$ cat config.mk
export PLATFORM = sky130hd
export DESIGN_NAME = row_config_loader
export DESIGN_NICKNAME = d
export VERILOG_FILES = /design/src/rtl/cell_array_pkg.sv /design/src/rtl/row_config_loader.sv
export SDC_FILE = /design/constraint.sdc
export NUM_CORES = 1
export LEC_CHECK = 0
export ABC_AREA = 1
export BUFFER_PORTS_ARGS = -buffer_cell sky130_fd_sc_hd__clkbuf_2
export CAP_MARGIN = 20
export CELL_PAD_IN_SITES_DETAIL_PLACEMENT = 1
export CELL_PAD_IN_SITES_GLOBAL_PLACEMENT = 1
export CORE_AREA = 2 2 316 318
export DETAILED_ROUTE_END_ITERATION = 8
export DIE_AREA = 0 0 318 320
export PLACE_DENSITY = 0.7
export SLEW_MARGIN = 20
export SYNTH_ARGS = -nofsm -noshare
export SYNTH_HDL_FRONTEND = slang
export SYNTH_SLANG_ARGS = --single-unit
$ cat constraint.sdc
create_clock -name clk -period 1.8 [get_ports clk]
set_clock_uncertainty 0.15 [all_clocks]
set_input_delay 0.36 -clock clk [delete_from_list [all_inputs] [get_ports clk]]
set_output_delay 0.36 -clock clk [all_outputs]
set_load 0.005 [all_outputs]
$ cat src/rtl/cell_array_pkg.sv
// cell_array_pkg: shared state encoding, array defaults and slot derivation for the cell array
package cell_array_pkg;
  typedef enum logic [1:0] {IDLE, LOAD, DONE} state_e;
  localparam int DEF_DIMX = 64;
  localparam int DEF_DIMY = 64;
  localparam int DEF_PORT_WIDTH = 32;
  function automatic int slots_f(input int dimx, input int port_width);
    return dimx * 4 / port_width;
  endfunction
endpackage

$ cat src/rtl/row_config_loader.sv
// row_config_loader: streams config words onto the shared cell RAM bus, pulsing one row/slot write enable per word
// ports: clk, rst_n (async, active-low); start begins a full-array load from IDLE;
//        in_data/in_valid/in_ready word handshake; ram shared bus; write_en flattened row*SLOTS+slot enables;
//        busy high in LOAD and DONE; done one-cycle pulse aligned with the final write
module row_config_loader
  import cell_array_pkg::*;
#(
  parameter int DIMX = DEF_DIMX,
  parameter int DIMY = DEF_DIMY,
  parameter int PORT_WIDTH = DEF_PORT_WIDTH,
  parameter int SLOTS = slots_f(DIMX, PORT_WIDTH)
) (
  input  logic                    clk,
  input  logic                    rst_n,
  input  logic                    start,
  input  logic [PORT_WIDTH-1:0]   in_data,
  input  logic                    in_valid,
  output logic                    in_ready,
  output logic [DIMX*4-1:0]       ram,
  output logic [DIMY*SLOTS-1:0]   write_en,
  output logic                    busy,
  output logic                    done
);
  localparam int ROW_W = DIMY > 1 ? $clog2(DIMY) : 1;
  localparam int SLOT_W = SLOTS > 1 ? $clog2(SLOTS) : 1;
  localparam int NW = DIMY * SLOTS;
  state_e state_q, state_d;
  logic [ROW_W-1:0] row_q, row_d;
  logic [SLOT_W-1:0] slot_q, slot_d;
  logic [DIMX*4-1:0] ram_q, ram_d;
  logic [NW-1:0] we_q, we_d;
  logic accept, last_slot, last_row;
  assign accept = state_q == LOAD && in_valid;
  assign last_slot = slot_q == SLOT_W'(SLOTS - 1);
  assign last_row = row_q == ROW_W'(DIMY - 1);
  always_comb begin
    state_d = state_q == DONE ? IDLE : state_q;
    row_d = row_q;
    slot_d = slot_q;
    ram_d = ram_q;
    we_d = accept ? NW'(1) << (int'(row_q) * SLOTS + int'(slot_q)) : '0;
    if (state_q == IDLE && start) begin
      state_d = LOAD;
      row_d = '0;
      slot_d = '0;
    end
    if (accept) begin
      for (int s = 0; s < SLOTS; s++)
        if (slot_q == SLOT_W'(s)) ram_d[s*PORT_WIDTH +: PORT_WIDTH] = in_data;
      slot_d = last_slot ? '0 : slot_q + SLOT_W'(1);
      row_d = last_slot ? row_q + ROW_W'(1) : row_q;
      state_d = last_slot && last_row ? DONE : LOAD;
    end
  end
  always_ff @(posedge clk or negedge rst_n) begin
    if (!rst_n) begin
      state_q <= IDLE;
      row_q <= '0;
      slot_q <= '0;
      ram_q <= '0;
      we_q <= '0;
    end else begin
      state_q <= state_d;
      row_q <= row_d;
      slot_q <= slot_d;
      ram_q <= ram_d;
      we_q <= we_d;
    end
  end
  assign ram = ram_q;
  assign write_en = we_q;
  assign in_ready = state_q == LOAD;
  assign busy = state_q != IDLE;
  assign done = state_q == DONE;
endmodule
==> metrics.txt, run 1 <==
status=complete, but fails checks; failing checks=negative setup slack; clk slew on worst S/H paths=0.06 ns; cell area after placement=0.0346 sq mm; reg2reg path depth=9; total grt overflow=0; Startpoint Class=register; cells along the critical path=inv_2 -> ha_4 -> nand2_8 -> buf_12 -> nor2_8 -> buf_6 -> buf_12 -> nor2_2 -> a21oi_1; Final Cell Area=0.0418 sq mm; Main synth FF type=dfrtp_1; Worst setup EP type=register; Synth Area in Adders=0.325%; largest family of logic cells by synthesized area=simple AND/OR/NAND/NOR gates; largest net degree at the start of global routing=95; die height=320 um; Pwr Density=1340 mW/mm^2; level count of the clock H-tree=3; crit path capture=ram[175]; Post-Synth XOR/XNOR Area=0%; Worst-Margin Slew=0.686 ns; Max Fclk=505 MHz; CP Class=reg -> reg; Place WS=-0.351 ns; crit path from=slot_q[1]; area fraction in compound gates after synthesis=4.92%; type of the tightest min-delay check=in -> reg; Setup TNS=-30.87 ns; Chip Width=318 um; Root Buffer=clkbuf_16; Seq/Total Area, Yosys=72.4%; first-pass GRT wire length=177,000 um; Top Family by Delay on Critical Path=buffers and inverters; DR vias/cell=4.80; Levels on crit path=9; Synth cell types=26; drc violations=0; Initial Utilization=27.5%; number of global-route vias before repair=24.8k; final setup vio count=504; switching share of total power=32.6%; highest-delay cell along the critical path=dfrtp_1; final hold violation count=0; Synth Area per Inst=11.0 sq um; fin crit period=1.98 ns; post-synthesis simple-gate area fraction=18.3%; worst rel slew slack=54.2%; Bufs and invs on worst path=4; register bit total from synthesis=779; Worst EP arrival=2.39 ns; internal reg-to-reg setup slack=-0.18 ns; clock power share=31.8%; asr flop ratio synth=100%; P_leak=20.4 nW; Sequential Power Share=39.9%; wire length per cell=26.5 um; top cell type's share of synthesized area=72.4%; RSZ-0062 raised after global routing=true; clk buf depth=3; Synth area leaders=dfrtp_1 72%, nor2_1 10%, a21oi_1 3.6%; multiplexer share of the synthesized area=0%; Tot Pwr=56.2 mW; peak supply drop=968 uV; Tot GR Track Use=23.9%; Critical Path Most Common Cell=buf_12; Synth area leader=dfrtp_1; Cells after Synth=2,454; port buffer count=806; syn nets=2,497; Core Area=0.0980 sq mm; switching power=18.3 mW; final setup margin=-0.181 ns; Filler cells=10.7k; register area=0.0195 sq mm; reg2reg end=ram[175]; Vias=23.5k; DRT iter0 DRCs=1,421; Max-Cap Viols=0; Post-synth EDFFs=0; clock sinks=779; Multi-input gate area=0.00834 sq mm; Final Slew Violations=0; DIE AREA=0.102 sq mm; Int Power=37.9 mW; most common cell after layout, fill and taps aside=clkbuf_2; final WL=130,000 um; Antenna Nets Post-Route=0; Reg2Reg Launch Point=slot_q[1]; row count=115; Area Overhead vs Synth=55.2%; initial antenna violation count=2; Ports=807; layout cells sized above 1=47.5%; hold slack=0.0526 ns; Num CTS Buffers=84; required time of the critical path=2.21 ns; final HPWL from detailed placement=85,900 um; 1st-pass router iterations=5; commonest non-fill, non-tap cells in the layout=802 x clkbuf_2, 770 x dfrtp_1, 578 x nor2_1; mapped cell area=0.0269 sq mm; Final nets=3,593; Ys Warns=0; combinational share of power=28.3%; CTS tree=built; GPL Wtd Cong=0.843; Crit path largest cell delay=0.43 ns; crit-path max FO=7; Worst-Skew Late Latency=0.68 ns; final worst path period share=110%
==> power groups by stage <==
stage	sequential, mW	combinational (mW)	clock, mW
global route	22.6	17.1	18.9
detailed placement	22.0	11.4	0
global placement	21.9	11.0	0
CTS	21.9	13.7	18.2
finish	22.4	15.9	17.9
floorplan	22.1	4.25	0
==> worst register-to-register path, cell delays in order, from the launching register on <==
cell	delay (ns)
dfrtp_1	0.43
inv_2	0.14
ha_4	0.22
nand2_8	0.09
buf_12	0.14
nor2_8	0.23
buf_6	0.18
buf_12	0.14
nor2_2	0.05
a21oi_1	0.14
==> sequential cells by signal (all words and copies together), names as in the netlist <==
signal / cells
ram: 256
row_q: 6
write_en: 512
state_q: 2
slot_q: 3
==> stage by stage <==
step                      util (%)  instances
after floorplan                  -       2454
after CTS                     40.8       4860
final                         42.6       4897
after global routing          42.6       4896
after detailed placement      35.3       4616
after global placement        35.3       4616
==> cell usage after synthesis, types with 6 or more instances <==
cell and count:
buf_1 8, inv_2 10, inv_1 54, nand3_1 113, o21ai_1 10, nand2_1 238, ha_1 7, dfrtp_1 779
nor2_8 6, a21oi_1 194, nor3_1 14, nor3_2 13, nor2_1 734, nor2_2 13, o21ai_0 58, buf_4 22
clkbuf_1 36, buf_2 95, nand4_1 32
==> worst min path at each step <==
stage           startpoint       end  slack (ns)  cells past startpoint
6_report        in_data[3]  ram[163]        0.05                      3
5_1_grt         in_data[3]  ram[163]        0.04                      3
4_1_cts        in_data[22]   ram[54]    0.000009                      3
3_5_place_dp      ram[127]  ram[127]        0.32                      2
3_3_place_gp      ram[110]  ram[110]        0.32                      2
2_1_floorplan        rst_n    ram[0]       -0.09                      0
==> layer usage <==
metal	part of all wire [%]	global-route usage [%]	routed length, um
met3	6.9	6.45	9010
met4	6.3	12.9	8140
met2	51	42.2	66300
met5	0.022	0	29
met1	36	26.0	46200
==> kinds of logic (layout without fill, tap and decap cells) <==
group                    Yosys count  after routing
buffers and inverters            229           1384
flip-flops                       779            779
adder cells (fa/ha/maj)            7              7
AO/OA/AOI/OAI                    264            264
other                              0              1
AND/OR/NAND/NOR                 1175           1175
==> final cells by class <==
class                           instances  area share [%]
Sequential cell                       779            46.7
Tap cell                             1287            3.86
Inverter                               66           0.674
Multi-Input combinational cell       1446            20.0
Clock buffer                          120            5.74
Clock inverter                         25            1.07
Antenna cell                            1         0.00599
Timing Repair Buffer                 1173            22.0
==> repair_timing <==
item | CTS | global route
endpoints found under the setup margin | 629 | 757
gates cloned | 23 | 28
resized for setup | 292 | 372
endpoints found under the hold margin | 850 | 0
buffers inserted | 55 | 26
pin swaps | 72 | 76
hold buffers | 23 | 0
Power figures use the tool's default switching activity.
==> inputs of run 2 (changes only) <==
--- a/config.mk
+++ b/config.mk
@@ -18,3 +18,4 @@
 export SYNTH_ARGS = -nofsm -noshare
 export SYNTH_HDL_FRONTEND = slang
 export SYNTH_SLANG_ARGS = --single-unit
+export TNS_END_PERCENT = 5
==> metrics.txt, run 2 (synthesis results as in run 1) <==
Chip Width=318 um; clock power share=34.1%; max reg flops=512; clk buf depth=3; largest net degree at the start of global routing=95; initial antenna violation count=3; Filler cells=11.0k; reg2reg end=ram[56]; final WL=118,000 um; DIE AREA=0.102 sq mm; CP Class=reg -> out; Final Slew Violations=0; Worst-Skew Late Latency=0.68 ns; Max-Cap Viols=0; fin crit period=1.93 ns; drc violations=0; Place WS=-0.351 ns; commonest non-fill, non-tap cells in the layout=799 x clkbuf_2, 764 x dfrtp_1, 683 x nor2_1; min-delay src=in_data[3]; Worst-Margin Slew=0.583 ns; worst rel slew slack=61.1%; WHS Endpoint=ram[131]; crit-path max FO=5; clk slew on worst S/H paths=0.06 ns; Max Fclk=519 MHz; Core Util, Final=39.5%; Final Cell Area=0.0387 sq mm; required time of the critical path=1.29 ns; reg2reg path depth=8; internal reg-to-reg setup slack=-0.12 ns; die height=320 um; peak supply drop=893 uV; switching power=16.2 mW; DR vias/cell=4.66; Ports=807; cell area after placement=0.0346 sq mm; final worst path period share=107%; wire length per cell=24.5 um; row count=115; first-pass GRT wire length=169,000 um; most common cell after layout, fill and taps aside=clkbuf_2; Worst EP arrival=1.42 ns; Vias=22.4k; final setup margin=-0.127 ns; Antenna Nets Post-Route=0; Reg2Reg Launch Point=slot_q[1]; clock sinks=779; port buffer count=806; Final nets=3,499; Tot GR Track Use=22.6%; layout cells sized above 1=39.0%; level count of the clock H-tree=3; DRT iter0 DRCs=1,321; Initial Utilization=27.5%; CTS tree=built; Sequential Power Share=42.0%; Worst setup EP type=primary output; GPL Wtd Cong=0.843; P_leak=19.4 nW; total grt overflow=0; Core Area=0.0980 sq mm; Int Power=35.9 mW; switching share of total power=31.1%; final HPWL from detailed placement=85,900 um; status=complete, but fails checks; Num CTS Buffers=84; final hold violation count=0; final setup vio count=139; combinational share of power=23.9%; 1st-pass router iterations=5; Startpoint Class=register; depth of the worst hold-timing path=3; Pwr Density=1350 mW/mm^2; type of the tightest min-delay check=in -> reg; number of global-route vias before repair=24.0k; failing checks=negative setup slack; Tot Pwr=52.2 mW; Area Overhead vs Synth=43.8%; RSZ-0062 raised after global routing=true; Root Buffer=clkbuf_16
-- run 2: cell types whose count changed in the layout (fill, tap and decap cells not counted), sizes merged --
cell,before,now
dlygate4sd3,23,24
buf,327,251
diode,1,2
clkbuf,943,923
bufbuf,0,1
-- run 2: power by group through the flow --
stage | Sequential [mW] | Combinational, mW | Clock (mW)
2_1_floorplan | 22.1 | 4.25 | 0
3_3_place_gp | 21.9 | 11.0 | 0
3_5_place_dp | 22.0 | 11.4 | 0
4_1_cts | 21.9 | 11.9 | 18.2
5_1_grt | 22.2 | 13.7 | 18.9
6_report | 21.9 | 12.5 | 17.8
-- run 2: per-stage QoR --
| stage | instances | TNS, ns | hold slack, ns |
|---|---|---|---|
| 3_3_place_gp | 4616 | -14.08 | 0.316 |
| 3_5_place_dp | 4616 | -50.74 | 0.323 |
| 5_1_grt | 4802 | -40.73 | 0.0233 |
| 2_1_floorplan | 2454 | 0 | -0.0856 |
| 6_report | 4804 | -4.58 | 0.0335 |
| 4_1_cts | 4790 | -8.17 | 0.00000944 |
-- run 2: critical path, stage by stage, from the launching register on --
cell     delay, ns
dfrtp_1       0.40
inv_2         0.13
nand2_2       0.08
buf_8         0.13
-- run 2: what timing repair did --
action / in CTS / in global routing
endpoints found under the hold margin: 861 / 0
setup endpoints to repair: 629 / 672
hold buffers: 24 / 0
cloned: 1 / 4
resized for setup: 92 / 129
pin swaps: 7 / 16
buffers inserted: 4 / 9
-- run 2: worst max-delay path by stage --
stage | from | to | slack [ns] | depth (start not counted)
4_1_cts | state_q[1] | in_ready | -0.21 | 3
5_1_grt | state_q[1] | busy | -0.20 | 3
2_1_floorplan | slot_q[0] | ram[246] | 0.03 | 9
3_5_place_dp | slot_q[1] | write_en[267] | -0.35 | 8
6_report | state_q[1] | busy | -0.13 | 3
3_3_place_gp | slot_q[0] | write_en[267] | -0.28 | 8
-- run 2: area by class of cell --
class / instances / area, sq um / area share (%)
Tap cell: 1287 / 1610 / 4.16
Clock inverter: 25 / 448 / 1.16
Antenna cell: 2 / 5.00 / 0.0129
Inverter: 66 / 268 / 0.692
Timing Repair Buffer: 1079 / 7490 / 19.4
Multi-Input combinational cell: 1446 / 6960 / 18.0
Clock buffer: 120 / 2400 / 6.19
Sequential cell: 779 / 19500 / 50.4
-- run 2: metal layers --
| metal | share of wire (%) | GRT usage (%) |
|---|---|---|
| met5 | 0.025 | 0 |
| met3 | 7.6 | 6.60 |
| met2 | 51 | 39.7 |
| met1 | 36 | 24.9 |
| met4 | 5.1 | 11.2 |
==> inputs of run 3 (changes only) <==
--- a/config.mk
+++ b/config.mk
@@ -8,12 +8,10 @@
 export ABC_AREA = 1
 export BUFFER_PORTS_ARGS = -buffer_cell sky130_fd_sc_hd__clkbuf_2
 export CAP_MARGIN = 20
-export CELL_PAD_IN_SITES_DETAIL_PLACEMENT = 1
-export CELL_PAD_IN_SITES_GLOBAL_PLACEMENT = 1
-export CORE_AREA = 2 2 316 318
+export CORE_AREA = 2 2 310 312
 export DETAILED_ROUTE_END_ITERATION = 8
-export DIE_AREA = 0 0 318 320
-export PLACE_DENSITY = 0.7
+export DIE_AREA = 0 0 312 314
+export PLACE_DENSITY = 0.6
 export SLEW_MARGIN = 20
 export SYNTH_ARGS = -nofsm -noshare
 export SYNTH_HDL_FRONTEND = slang
==> metrics.txt, run 3 (synthesis results as in run 1) <==
depth of the worst hold-timing path=3; DRT iter0 DRCs=1,608; number of global-route vias before repair=21.6k; final hold violation count=0; Max-Cap Viols=0; clock sinks=779; final HPWL from detailed placement=76,600 um; DR vias/cell=4.55; clk slew on worst S/H paths=0.06 ns; largest net degree at the start of global routing=94; Num CTS Buffers=82; commonest non-fill, non-tap cells in the layout=801 x clkbuf_2, 774 x dfrtp_1, 665 x nor2_1; crit path capture=busy; reg2reg end=ram[23]; Antenna Nets Post-Route=0; 1st-pass router iterations=6; die height=314 um; Worst EP arrival=1.40 ns; Reg2Reg Launch Point=slot_q[1]; Worst-Margin Slew=0.540 ns; Final Slew Violations=0; clk buf depth=3; reg2reg path depth=10; total grt overflow=0; DIE AREA=0.0980 sq mm; final setup margin=-0.105 ns; failing checks=negative setup slack; Initial Utilization=28.5%; Startpoint Class=register; Ports=807; GPL Wtd Cong=0.855; Root Buffer=clkbuf_16; Tot Pwr=50.8 mW; Worst setup EP type=primary output; P_leak=19.5 nW; fin crit period=1.91 ns; Final nets=3,512; crit-path max FO=4; CTS tree=built; Area Overhead vs Synth=43.7%; initial antenna violation count=2; Worst-Skew Late Latency=0.64 ns; wire length per cell=21.9 um; Max Fclk=525 MHz; worst rel slew slack=64.0%; final worst path period share=106%; final cell count without fillers=4,792; row count=113; layout cells sized above 1=40.0%; final WL=105,000 um; max reg flops=512; status=complete, but fails checks; antenna cells=0; Vias=21.8k; type of the tightest min-delay check=in -> reg; cell area after placement=0.0345 sq mm; first-pass GRT wire length=149,000 um; Inst Count DP=4,608; internal reg-to-reg setup slack=-0.10 ns; peak supply drop=1020 uV; Place WS=-0.374 ns; most common cell after layout, fill and taps aside=clkbuf_2; level count of the clock H-tree=3; CP Class=reg -> out; RSZ-0062 raised after global routing=true; final setup vio count=157; drc violations=0; crit path from=state_q[0]; Pwr Density=1310 mW/mm^2; Core Area=0.0944 sq mm; required time of the critical path=1.29 ns; Chip Width=312 um; port buffer count=806; Final Cell Area=0.0387 sq mm; Tot GR Track Use=20.6%
[run 3: cell types whose count changed in the layout (fill, tap and decap cells not counted), sizes merged, moves of 4 or more]
| cell | before | now |
|---|---|---|
| clkinvlp | 4 | 8 |
| inv | 62 | 67 |
| clkinv | 19 | 13 |
| dlygate4sd3 | 24 | 20 |
| buf | 251 | 269 |
[run 3: worst min-delay path by stage]
stage | start | to
CTS | in_data[25] | ram[57]
global placement | rst_n | write_en[368]
global route | in_data[25] | ram[185]
detailed placement | rst_n | write_en[368]
floorplan | rst_n | ram[0]
finish | in_data[5] | ram[197]
[run 3: per-layer routing]
metal	wire, um	vias to the layer above	track usage [%]
li1	-	9814	-
met1	40600	10945	24.8
met2	53900	895	36.4
met3	6680	158	4.52
met4	3660	2	7.45
met5	13	-	0
[run 3: area by class of cell]
class / count / area (sq um)
Fill cell: 9212 / 55800
Timing Repair Buffer: 1094 / 7520
Clock inverter: 26 / 287
Tap cell: 1265 / 1580
Multi-Input combinational cell: 1446 / 7140
Clock buffer: 116 / 2360
Sequential cell: 779 / 19500
Inverter: 66 / 282
[run 3: repair_timing]
item | 4_1_cts | 5_1_grt
setup buffers | 10 | 7
endpoints found under the setup margin | 674 | 640
gates resized for setup | 155 | 146
hold buffers | 20 | 0
hold endpoints to repair | 879 | 0
pin swaps | 26 | 32
cloned | 3 | 4
[run 3: power by group]
part | internal [mW] | switching (mW) | leakage [nW]
Sequential | 20.2 | 1.62 | 10.4
Clock | 9.75 | 7.09 | 1.29
Combinational | 5.34 | 6.81 | 7.82
[run 3: metrics by stage]
stage / hold slack [ns] / setup TNS [ns] / util, %
floorplan: -0.0856 / 0 / -
global placement: 0.126 / -60.19 / 36.5
detailed placement: 0.119 / -78.46 / 36.5
CTS: 0.00133 / -5.27 / 40.2
global route: 0.0187 / -33.03 / 41.0
finish: 0.0361 / -7.56 / 41.0
[run 3: critical path, cell delays in order, from the launching register on]
cell and delay, ns:
dfrtp_1 0.42, inv_2 0.10, nand2_1 0.09, buf_8 0.15
